**src/rtl/addsub_pkg.sv**
```systemverilog
// rtl/addsub_pkg.sv - shared types, op encodings and arithmetic helper for the add/absdiff arbiter
package addsub_pkg;

    localparam logic OP_ADD     = 1'b0;
    localparam logic OP_ABSDIFF = 1'b1;

    typedef enum logic [1:0] {
        ARB  = 2'd0,
        CALC = 2'd1,
        RESP = 2'd2
    } arb_state_t;

    // Operands arrive zero-extended; callers keep only the low WIDTH+1 bits.
    function automatic logic [31:0] absdiff(input logic [31:0] a, input logic [31:0] b);
        return (a >= b) ? (a - b) : (b - a);
    endfunction

endpackage

```
**src/rtl/addsub_rr_pick.sv**
```systemverilog
// rtl/addsub_rr_pick.sv - combinational round-robin picker, first set bit at or above rr_ptr with wrap
module addsub_rr_pick
    import addsub_pkg::*;
#(
    parameter int NUM_REQ = 4,
    parameter int IDW     = $clog2(NUM_REQ)
) (
    input  logic [NUM_REQ-1:0] req_i,
    input  logic [IDW-1:0]     rr_ptr_i,
    output logic [NUM_REQ-1:0] grant_o,
    output logic [IDW-1:0]     grant_idx_o,
    output logic               any_grant_o
);

    int pos;

    always_comb begin
        grant_o     = '0;
        grant_idx_o = '0;
        any_grant_o = 1'b0;
        pos         = 0;
        for (int k = 0; k < NUM_REQ; k++) begin
            pos = int'(rr_ptr_i) + k;
            if (pos >= NUM_REQ) begin
                pos = pos - NUM_REQ;
            end
            for (int i = 0; i < NUM_REQ; i++) begin
                if (!any_grant_o && (i == pos) && req_i[i]) begin
                    any_grant_o = 1'b1;
                    grant_o[i]  = 1'b1;
                    grant_idx_o = IDW'(i);
                end
            end
        end
    end

endmodule

```
**src/rtl/addsub_rr_arbiter.sv**
```systemverilog
// rtl/addsub_rr_arbiter.sv - round-robin shared add/absdiff unit; optional stats under ADDSUB_ARB_STATS_EN
module addsub_rr_arbiter
    import addsub_pkg::*;
#(
    parameter int NUM_REQ = 4,
    parameter int WIDTH   = 4
) (
    input  logic                       clk,
    input  logic                       reset,
    input  logic [NUM_REQ-1:0]         req_valid,
    output logic [NUM_REQ-1:0]         req_ready,
    input  logic [NUM_REQ-1:0]         req_op,
    input  logic [NUM_REQ*WIDTH-1:0]   req_a,
    input  logic [NUM_REQ*WIDTH-1:0]   req_b,
    output logic                       rsp_valid,
    input  logic                       rsp_ready,
    output logic [$clog2(NUM_REQ)-1:0] rsp_id,
    output logic                       rsp_op,
    output logic [WIDTH:0]             rsp_result
`ifdef ADDSUB_ARB_STATS_EN
    ,
    output logic [7:0]                 op_count,
    output logic                       busy
`endif
);

    localparam int IDW = $clog2(NUM_REQ);

    arb_state_t         state_q, state_d;
    logic [IDW-1:0]     rr_ptr_q, rr_ptr_d;
    logic [IDW-1:0]     id_q;
    logic               op_q;
    logic [WIDTH-1:0]   a_q, b_q;
    logic [WIDTH:0]     result_q, result_d;

    logic [NUM_REQ-1:0] grant;
    logic [IDW-1:0]     grant_idx;
    logic               any_grant;
    logic               capture_en;
    logic               calc_en;
    logic               sel_op;
    logic [WIDTH-1:0]   sel_a, sel_b;

    addsub_rr_pick #(
        .NUM_REQ (NUM_REQ),
        .IDW     (IDW)
    ) u_pick (
        .req_i       (req_valid),
        .rr_ptr_i    (rr_ptr_q),
        .grant_o     (grant),
        .grant_idx_o (grant_idx),
        .any_grant_o (any_grant)
    );

    always_ff @(posedge clk) begin
        if (reset) begin
            state_q <= ARB;
        end else begin
            state_q <= state_d;
        end
    end

    always_comb begin
        state_d = state_q;
        unique case (state_q)
            ARB:     if (any_grant) state_d = CALC;
            CALC:    state_d = RESP;
            RESP:    if (rsp_ready) state_d = ARB;
            default: state_d = ARB;
        endcase
    end

    always_comb begin
        req_ready  = '0;
        rsp_valid  = 1'b0;
        capture_en = 1'b0;
        calc_en    = 1'b0;
        unique case (state_q)
            ARB: begin
                req_ready  = grant;
                capture_en = any_grant;
            end
            CALC:    calc_en   = 1'b1;
            RESP:    rsp_valid = 1'b1;
            default: ;
        endcase
    end

    // AND-OR select on the one-hot grant so undriven slices of idle requesters never reach the registers.
    always_comb begin
        sel_op = 1'b0;
        sel_a  = '0;
        sel_b  = '0;
        for (int i = 0; i < NUM_REQ; i++) begin
            if (grant[i]) begin
                sel_op = req_op[i];
                sel_a  = req_a[i*WIDTH +: WIDTH];
                sel_b  = req_b[i*WIDTH +: WIDTH];
            end
        end
    end

    always_comb begin
        rr_ptr_d = (grant_idx == IDW'(NUM_REQ - 1)) ? '0 : grant_idx + IDW'(1);
        if (op_q == OP_ADD) begin
            result_d = {1'b0, a_q} + {1'b0, b_q};
        end else begin
            result_d = (WIDTH + 1)'(absdiff(32'(a_q), 32'(b_q)));
        end
    end

    always_ff @(posedge clk) begin
        if (reset) begin
            rr_ptr_q <= '0;
            id_q     <= '0;
            op_q     <= 1'b0;
            a_q      <= '0;
            b_q      <= '0;
            result_q <= '0;
        end else begin
            if (capture_en) begin
                rr_ptr_q <= rr_ptr_d;
                id_q     <= grant_idx;
                op_q     <= sel_op;
                a_q      <= sel_a;
                b_q      <= sel_b;
            end
            if (calc_en) begin
                result_q <= result_d;
            end
        end
    end

    assign rsp_id     = id_q;
    assign rsp_op     = op_q;
    assign rsp_result = result_q;

`ifdef ADDSUB_ARB_STATS_EN
    logic [7:0] op_count_q, op_count_d;

    always_comb begin
        op_count_d = op_count_q;
        if (rsp_valid && rsp_ready && (op_count_q != 8'hFF)) begin
            op_count_d = op_count_q + 8'd1;
        end
    end

    always_ff @(posedge clk) begin
        if (reset) begin
            op_count_q <= '0;
        end else begin
            op_count_q <= op_count_d;
        end
    end

    assign op_count = op_count_q;
    assign busy     = (state_q != ARB);
`endif

endmodule

```
**config.mk**
```make
export PLATFORM = sky130hd
export DESIGN_NAME = addsub_rr_arbiter
export DESIGN_NICKNAME = d
export VERILOG_FILES = /design/src/rtl/addsub_pkg.sv /design/src/rtl/addsub_rr_pick.sv /design/src/rtl/addsub_rr_arbiter.sv
export SDC_FILE = /design/constraint.sdc
export NUM_CORES = 1
export LEC_CHECK = 0
export ABC_AREA = 1
export CORE_MARGIN = 5
export CORE_UTILIZATION = 49
export DETAILED_ROUTE_END_ITERATION = 8
export PLACE_DENSITY = 0.82
export SETUP_SLACK_MARGIN = 0.15
export SYNTH_ARGS = -nofsm -noshare
export SYNTH_HDL_FRONTEND = slang
export SYNTH_HIERARCHICAL = 1
export SYNTH_SLANG_ARGS = --single-unit
```
**constraint.sdc**
```tcl
create_clock -name clk -period 4.2 [get_ports clk]
set_clock_uncertainty 0.05 [all_clocks]
set_input_delay 1.05 -clock clk [delete_from_list [all_inputs] [get_ports clk]]
set_output_delay 1.05 -clock clk [all_outputs]
set_load 0.005 [all_outputs]
```
**Word level (Yosys, flattened, before mapping)**

Index checks and enable logic that the tools add are counted.

- Flip-flop bits (word level): 20
- Input port bits: 43
- Word-level logic and storage cells: 164

- Add/sub/neg operators: 11
- Order comparisons: 5
- Equality and inequality tests: 17
- Mux-type cells: 72
- Reduce and logical (&&, ||, !) cells: 52

Operators by type and width:

| kind | count |
|---|---|
| $eq 3x32->1 const A | 8 |
| $eq 2x32->1 const A | 4 |
| $logic_not 32->1 | 4 |
| $mux 32 | 4 |
| $ge 32x4->1 const B | 3 |
| $sub 32x4->32 const B | 3 |
| $mux 1 | 39 |
| $mux 4 | 9 |
| $mux 2 | 17 |
| $logic_and 1x1->1 | 31 |
| $logic_not 1->1 | 15 |
| $mux 5 | 2 |
| $sub 4x4->5 | 2 |
| $add 2x2->3 const B | 2 |
| $pmux 2 s3 | 1 |
| $add 4x4->5 | 1 |
| $eq 2x2->1 const B | 2 |
| $ge 4x4->1 | 1 |
| $ne 2x2->1 const B | 2 |
| $sub 2x3->4 const B | 1 |
| $add 2x1->3 const B | 1 |
| $ge 2x3->1 const B | 1 |
| $add 2x1->2 const B | 1 |
| $eq 2x1->1 const B | 1 |
| 2 further kinds | 2 |

**Logic depth before layout (Yosys ltp)**

Gate-level depths: netlist of run 1.

- Depth after elaboration: 67
- Gate-level depth with buffers: 18
- Gate-level depth less buffers: 18

**Modules after synthesis**

The synthesis of run 1 kept the hierarchy.

Modules (own cells, without submodules):

| module | instances | cells each | area each (µm²) |
|---|---|---|---|
| addsub_rr_arbiter | 1 | 231 | 1581.5 |
| addsub_rr_pick | 1 | 77 | 402.9 |

**Least setup slack after synthesis of run 1**

No wires, ideal clock.

- Path type: input port to output port
- Start point: input port req_valid[3]
- End point: output port req_ready[3]
- Arrival: 2583 ps
- Required time: 3100 ps
- Path slack: 517 ps
- Stages: 12
- Buffers on the path: 1
- Cell sequence: nand3_1 nand2_2 nor2_4 nand4_4 nor2_4 nand4_4 nor3_4 nand4_1 nand2_1 buf_2 clkinv_1 nor2_1

- Word-level cells in the longest chain between the ends: 51

RTL lines:

| what | RTL line | source |
|---|---|---|
| from (decl) | addsub_rr_arbiter.sv:10 | `input logic [NUM_REQ-1:0] req_valid,` |
| $logic_and 1x1->1 | addsub_rr_pick.sv:28 | `if (!any_grant_o && (i == pos) && req_i[i]) begin` |
| $mux 1 | addsub_rr_pick.sv:28 |  |
| $logic_not 1->1 | addsub_rr_pick.sv:28 |  |
| $logic_and 1x1->1 (2 in series) | addsub_rr_pick.sv:28 |  |
| $mux 1 | addsub_rr_pick.sv:28 |  |
| $logic_not 1->1 | addsub_rr_pick.sv:28 |  |
| $logic_and 1x1->1 (2 in series) | addsub_rr_pick.sv:28 |  |
| $mux 1 | addsub_rr_pick.sv:28 |  |
| [32 not listed] | - |  |
| $logic_not 1->1 | addsub_rr_pick.sv:28 |  |
| $logic_and 1x1->1 (2 in series) | addsub_rr_pick.sv:28 |  |
| $mux 1 | addsub_rr_pick.sv:28 |  |
| $logic_not 1->1 | addsub_rr_pick.sv:28 |  |
| $logic_and 1x1->1 (2 in series) | addsub_rr_pick.sv:28 |  |
| $mux 1 * | addsub_rr_pick.sv:28 |  |
| via grant[3] | addsub_rr_arbiter.sv:36 | `logic [NUM_REQ-1:0] grant;` |
| $mux 4 * | addsub_rr_arbiter.sv:78 | `unique case (state_q)` |
| to (decl) | addsub_rr_arbiter.sv:11 | `output logic [NUM_REQ-1:0] req_ready,` |

Mark *: on every way through the listed nets, which the timed path passes. The rest lies on a longest branch.

**Worst setup path in the final report of run 1**

- Start point: input port req_valid[3]
- End point: register a_q[3]

RTL lines:

| what | RTL line | source |
|---|---|---|
| $logic_and 1x1->1 | addsub_rr_pick.sv:28 |  |
| $mux 1 | addsub_rr_pick.sv:28 |  |
| $logic_not 1->1 | addsub_rr_pick.sv:28 |  |
| $logic_and 1x1->1 (2 in series) | addsub_rr_pick.sv:28 |  |
| $mux 1 | addsub_rr_pick.sv:28 |  |
| $logic_not 1->1 | addsub_rr_pick.sv:28 |  |
| $logic_and 1x1->1 (2 in series) | addsub_rr_pick.sv:28 |  |
| $mux 1 | addsub_rr_pick.sv:28 |  |
| [28 not listed] | - |  |
| $logic_not 1->1 | addsub_rr_pick.sv:28 |  |
| $logic_and 1x1->1 (2 in series) | addsub_rr_pick.sv:28 |  |
| $mux 1 | addsub_rr_pick.sv:28 |  |
| $logic_not 1->1 | addsub_rr_pick.sv:28 |  |
| $logic_and 1x1->1 (2 in series) | addsub_rr_pick.sv:28 |  |
| $mux 1 * | addsub_rr_pick.sv:28 |  |
| via grant[2] | addsub_rr_arbiter.sv:36 |  |
| $mux 4 * (2 in series) | addsub_rr_arbiter.sv:95 | `if (grant[i]) begin` |
| to (signal assigned) | addsub_rr_arbiter.sv:125 | `a_q <= sel_a;` |
| to (decl) | addsub_rr_arbiter.sv:33 | `logic [WIDTH-1:0] a_q, b_q;` |

Marks and branches as above.
A chain may end at the register's enable or synchronous reset.

==> results of run 1 <==
sequential cells by signal (all words and copies together), names as in the netlist:
signal      cells
a_q             4
b_q             4
rr_ptr_q        2
rsp_id          2
rsp_op          1
rsp_result      5
state_q         2
stage by stage:
stage	utilization, %	setup slack [ns]	instance area, sq um
floorplan	-	0.517	1980
global placement	68.9	-0.0967	2740
detailed placement	68.9	-0.216	2740
CTS	79.9	0.130	3170
global route	85.3	0.0165	3390
finish	85.3	0.0385	3390
power by group:
part	leakage (nW)	switching (mW)	internal (mW)
registers	0.166	0.108	0.262
logic	1.42	1.32	1.01
clock network	0.0288	0.0659	0.0835
total	1.61	1.49	1.35
critical path, cell delays in order:
cell and delay [ns]:
buf_6 0.08, buf_6 0.10, clkinvlp_4 0.14, nor2_4 0.16, nor2_4 0.07, nand4_4 0.11, nor2_4 0.05, nand4_1 0.12
nand4_1 0.17, buf_4 0.18, buf_4 0.12, buf_4 0.12, buf_6 0.11, buf_6 0.11, buf_4 0.12, buf_4 0.12
buf_4 0.12, buf_4 0.12, buf_4 0.13, buf_4 0.13, buf_6 0.12, buf_8 0.12, a21oi_1 0.19, nand2_1 0.13
o211ai_1 0.14, a21oi_2 0.10
synthesized netlist by cell type:
master | count | area (sq um)
o21ai_0 | 19 | 95.1
nand4_4 | 2 | 42.5
nor3_2 | 2 | 20.0
nand3_1 | 14 | 70.1
dfxtp_1 | 20 | 400
fa_1 | 3 | 60.1
buf_6 | 1 | 11.3
nand4_1 | 7 | 43.8
nor3_4 | 1 | 16.3
inv_2 | 4 | 15.0
nand2_1 | 66 | 248
xor2_1 | 1 | 8.76
o21ai_2 | 1 | 8.76
nor2_2 | 2 | 12.5
clkinv_1 | 3 | 11.3
nand2_4 | 3 | 33.8
o211ai_1 | 11 | 82.6
buf_4 | 2 | 15.0
nand2_2 | 5 | 31.3
inv_1 | 41 | 154
nor2_1 | 36 | 135
buf_2 | 5 | 25.0
nor2_4 | 2 | 22.5
a21oi_1 | 35 | 175
clkbuf_1 | 1 | 3.75
ha_1 | 13 | 163
a21oi_2 | 5 | 43.8
nand3_2 | 2 | 20.0
a21oi_4 | 1 | 16.3
layout make-up:
type,instances,area share [%]
Multi-Input combinational cell,232,44.0
Timing Repair Buffer,135,35.3
Sequential cell,20,11.8
Inverter,48,5.43
Tap cell,50,1.85
Clock buffer,4,1.63
cell families (layout without fill, tap and decap cells):
logic type	count (synthesis)	after routing	synth area share (%)
AO/OA/AOI/OAI	72	72	21.2
XOR/XNOR	1	1	0.441
adder cells (fa/ha/maj)	16	16	11.2
buffers and inverters	57	187	11.9
flip-flops	20	20	20.2
AND/OR/NAND/NOR	142	143	35.1
metal layers:
metal / vias to the layer above / global-route usage (%) / share of wire (%)
li1: 1262 / - / -
met1: 1397 / 36.9 / 34
met2: 326 / 53.0 / 46
met3: 108 / 4.65 / 11
met4: 0 / 14.1 / 9.1
met5: - / 0 / 0
repair_timing:
item                                    CTS  global route
endpoints found under the setup margin    4            15
resized for setup                        18            50
buffers inserted                         48             5
gates cloned                              0             2
pin swaps                                10            20
path summary, 6_finish.rpt:
kind	from	slack (ns)	endpoint	cells after the start
worst max-delay path	req_valid[3]	0.04	a_q[3]$_SDFFE_PP0P_	26
worst min-delay path	rsp_result[4]$_SDFFE_PP0N_	0.44	rsp_result[4]$_SDFFE_PP0N_	2
worst max register to register	rr_ptr_q[1]$_SDFFE_PP0P_	0.09	a_q[3]$_SDFFE_PP0P_	27
worst min register to register	rsp_result[4]$_SDFFE_PP0N_	0.44	rsp_result[4]$_SDFFE_PP0N_	2
==> summary.md, run 1 <==
| Metric | Value |
|---|---|
| Syn_nets | about 370 |
| Total number of vias | between 3000 and 4000 |
| Area Overhead vs Synth | 70.7% |
| Clock sink total | 20 |
| Synth Register Bits | 20 |
| Routed Antenna Nets | 0 |
| Grt total ovfl | 0 |
| VDD IR max | between 500 and 600 uV |
| Startpoint type of the worst setup path | primary input |
| Fillers | 203 |
| Max clock buf depth | 2 |
| Core ar. | 0.00397 sq mm |
| WL per Instance | around 21 microns |
| Total GRT Usage | a little under a third |
| Sequential fraction of the synthesis area | around 20% |
| Clock buffer count from CTS | 3 |
| Hold_ws | 0.436 ns |
| Worst-Margin Slew | 0.451 ns |
| Netlist Area Pre-Place | roughly 0.0020 sq mm |
| Pwr dens | 840 mW/mm^2 |
| Ant. Diodes | 0 |
| Final nets | 499 |
| Die area | 0.00542 sq mm |
| Port Buf Inserts | 55 |
| Sequential cell area | 400 sq um |
| Post-Synthesis Cells | 308 |
| Dpl hpwl | 4450 microns |
| Worst skew pair latency | 0.26 ns |
| Yosys Warn Count | 6 |
| Placer Congestion | between 1 and 1.5 |
| CP required | between 4 and 5 ns |
| Hold_buf cts | 0 |
| Critical Setup Path Class | primary input to flip-flop |
| Vias in the first global route | 2720 |
| Io pins | 56 |
| Starting Density | 50.0% |
| # rows | 23 |
| Largest net degree at the start of global routing | 17 |
| FMAX | 240 MHz |
| Initial DRT Pass Iterations | 6 |
| Share of cells above drive strength 1 | 33.3% |
| Max FO, Critical Path | 5 |
| Leak pwr | 1.61 nW |
| DRC | 0 |
| Area of the multi-input gates | between 0.001 and 0.0015 sq mm |
| Mean Syn Cell Area | 6.44 sq um |
| Vias/cell | 6.33 |
| TritonCTS clock tree | done |
| Slew Viols, Final | 0 |
| DIE WIDTH | 73.6 microns |
| Final hold violations | 0 |
| Most frequent cells in the layout | 74 x buf_4, 62 x nand2_1, 47 x clkdlybuf4s50_1 |
| Status | complete, no violations |
| Root buf cell | clkbuf_8 |
| H-tree levels | 1 |
| Total Routed Length | 10400 microns |
| Total power | 2.84 mW |
| First-pass GRT wire length | 13000 microns |
| MaxCap Viol Count | 0 |
| Setup TNS | 0 ns |
| # setup viols final | 0 |
| CP endpoint kind | flip-flop |
| Final Cycle Share | between 90% and 100% |
| Non-filler cells in the finished layout | 489 |
| Critical Path AT | 4.25 ns |
| Placed cells | between 400 and 500 |
| Die Ht | between 70 and 80 microns |
| Initial antenna violation count | 0 |
| Clock transition at the registers of the reported paths | approximately 0.08 ns |
| Initial DRC count | 415 |
| Most common cell after layout, fill and taps aside | buf_4 |
| Minimum clock period | roughly 4.2 ns |
| RSZ-0062 raised after global routing | true |
| Slew margin rel. | a little over two thirds |
| Synth unique cells | 29 |
| Hold Crit Class | flip-flop to flip-flop |
(Power assumes the default switching activity.)
==> run 2: changes to the inputs <==
Settings changed: CORE_MARGIN 5 to 2, SLEW_MARGIN set to 20.
==> run 2 against run 1 <==
Against the previous run:
- non-clock buffer count is 51 lower
- setup slack better by 0.24 ns
- combinational power is 32% lower
- design area is 16% lower
- critical path depth is 13 lower
- first-iteration DRC count is 67% lower
- largest cell class unchanged
- largest power group unchanged
==> summary.md, run 2 (synthesis gave the netlist of run 1 again) <==
| Metric | Value |
|---|---|
| Initial DRT Pass Iterations | 4 (-2) |
| Leak pwr | 1.34 nW (-17%) |
| CP endpoint kind | output port |
| WL per Instance | 12.0 microns (-43%) |
| Largest net degree at the start of global routing | 17 (unchanged) |
| Most frequent cells in the layout | 64 x nand2_1, 47 x clkdlybuf4s50_1, 41 x inv_1 |
| # rows | 23 (unchanged) |
| Final hold violations | 0 (unchanged) |
| Core ar. | 0.00394 sq mm (-0.72%) |
| Io pins | 56 (unchanged) |
| Placer Congestion | 0.943 (-6.1%) |
| Startpoint type of the worst setup path | primary input |
| Final nets | 447 (-10%) |
| MaxCap Viol Count | 0 (unchanged) |
| Dpl hpwl | 4320 microns (-2.9%) |
| Slew margin rel. | 72.3% (+2.4 points) |
| Met2 usage in global routing | 41.1% (-12 points) |
| Most common cell after layout, fill and taps aside | nand2_1 |
| Ant. Diodes | 0 (unchanged) |
| Routed Antenna Nets | 0 (unchanged) |
| Vias/cell | 5.07 (-20%) |
| Worst-Margin Slew | 0.415 ns (-0.0364 ns) |
| Area Overhead vs Synth | 42.9% |
| Max FO, Critical Path | 3 (-2) |
| Setup TNS | 0 ns (unchanged) |
| Share of cells above drive strength 1 | 18.3% (-15 points) |
| Vias in the first global route | 2020 (-26%) |
| Total power | 2.07 mW (-27%) |
| Clock transition at the registers of the reported paths | 0.07 ns (about the same) |
| Core Util, Final | 71.9% (-13 points) |
| H-tree levels | 1 (unchanged) |
| Largest stage delay on the critical path | 0.25 ns (+0.06 ns) |
| Clock buffer count from CTS | 3 (unchanged) |
| Initial DRC count | 139 (-67%) |
| Crit path cell chain | dlygate4sd2_1 -> nand3_2 -> nand2_2 -> nor2_4 -> nand4_4 -> nor2_4 -> nand4_4 -> nor3_4 -> nand4_1 -> nand2_1 -> clkinv_1 -> nor2_1 -> dlygate4sd2_1 |
| Die Ht | 67.6 microns (-8.1%) |
| Status | complete, no violations |
| # setup viols final | 0 (unchanged) |
| Critical Path AT | 2.83 ns (-1.42 ns) |
| Slew Viols, Final | 0 (unchanged) |
| First-pass GRT wire length | 8530 microns (-34%) |
| Pwr dens | 729 mW/mm^2 (-13%) |
| Initial antenna violation count | 0 (unchanged) |
| DRC | 0 (unchanged) |
| VDD IR max | 429 uV (-19%) |
| Total GRT Usage | 24.0% (-6.6 points) |
| Root buf cell | clkbuf_8 |
| Worst skew pair latency | 0.26 ns (about the same) |
| FMAX | 255 MHz (+6.0%) |
| Total number of vias | 2214 (-28%) |
| Die area | 0.00458 sq mm (-16%) |
| Hold_ws | 0.441 ns (+0.00476 ns) |
| RSZ-0062 raised after global routing | false |
| CP required | 3.10 ns (-1.19 ns) |
| Total Routed Length | 5240 microns (-49%) |
| Grt total ovfl | 0 (unchanged) |
| Top Usage Layer GRT | met2 |
| Fillers | 322 (+59%) |
| Hold Crit Class | flip-flop to flip-flop |
| Slowest-stage cell, CP | dlygate4sd2_1 |
| Critical Setup Path Class | primary input to output port |
| Starting Density | 50.3% (+0.36 points) |
| Max reg flops | 5 (unchanged) |
| Final Cycle Share | 93.5% (-5.6 points) |
| TritonCTS clock tree | done |
| Max clock buf depth | 2 (unchanged) |
| Clock sink total | 20 (unchanged) |
| Port Buf Inserts | 55 (unchanged) |
| DIE WIDTH | 67.6 microns (-8.1%) |
| Grt met3 use | 4.67% (+0.016 points) |
| Minimum clock period | 3.93 ns (-0.235 ns) |
| GRT met1 Usage | 30.9% (-6.1 points) |
[run 2: changes by cell type in the layout (fill, tap and decap cells not counted), sizes merged]
| cell | previous run | this run |
|---|---|---|
| inv | 44 | 45 |
| clkdlybuf4s15 | 2 | 1 |
| clkinvlp | 1 | 0 |
| buf | 83 | 29 |
| nor2 | 41 | 40 |
| clkbuf | 5 | 4 |
| dlygate4sd2 | 2 | 7 |
[run 2: worst max-delay path: cells and delay by family]
kind | cells | cell delay, ns
AND/OR/NAND/NOR | 10 | 1.20
buffers and inverters | 3 | 0.58
[run 2: path summary, 6_finish.rpt]
kind / start / to / slack [ns] / cells past startpoint
worst max-delay path: req_valid[3] / req_ready[3] / 0.27 / 13
worst min-delay path: rsp_result[4]$_SDFFE_PP0N_ / rsp_result[4]$_SDFFE_PP0N_ / 0.44 / 2
worst max register to register: rr_ptr_q[0]$_SDFFE_PP0P_ / a_q[1]$_SDFFE_PP0P_ / 1.56 / 16
worst min register to register: rsp_result[4]$_SDFFE_PP0N_ / rsp_result[4]$_SDFFE_PP0N_ / 0.44 / 2
[run 2: layout make-up]
| class | instances | area [sq um] | share of cell area, % |
|---|---|---|---|
| clock buffer | 4 | 55.1 | 1.94 |
| inverter | 48 | 181 | 6.40 |
| multi-input combinational | 231 | 1380 | 48.5 |
| sequential | 20 | 400 | 14.1 |
| tap | 50 | 62.6 | 2.21 |
| timing repair buffer | 84 | 761 | 26.8 |
[run 2: per-stage QoR]
stage               setup slack [ns]  cells  instance area (sq um)
floorplan                      0.517    308                   1980
global placement              -0.112    429                   2730
detailed placement            -0.177    429                   2730
CTS                            0.241    436                   2820
global route                   0.115    437                   2840
finish                         0.274    437                   2840
[run 2: layer usage]
layer	share of wire, %	vias to the layer above
met4	0.65	0
met1	47	988
met5	0	-
li1	-	1155
met2	48	66
met3	5.2	5
[run 2: timing repair]
action	in CTS	in global routing
hold buffers	0	0
setup buffers	3	1
gates resized for setup	16	2
pin swaps	5	4
endpoints found under the setup margin	4	3
[run 2: report_power, final]
group / leakage, nW / switching, mW / total, mW / internal (mW)
Combinational: 1.15 / 0.906 / 1.57 / 0.668
Sequential: 0.166 / 0.0860 / 0.348 / 0.262
Clock: 0.0288 / 0.0632 / 0.147 / 0.0835
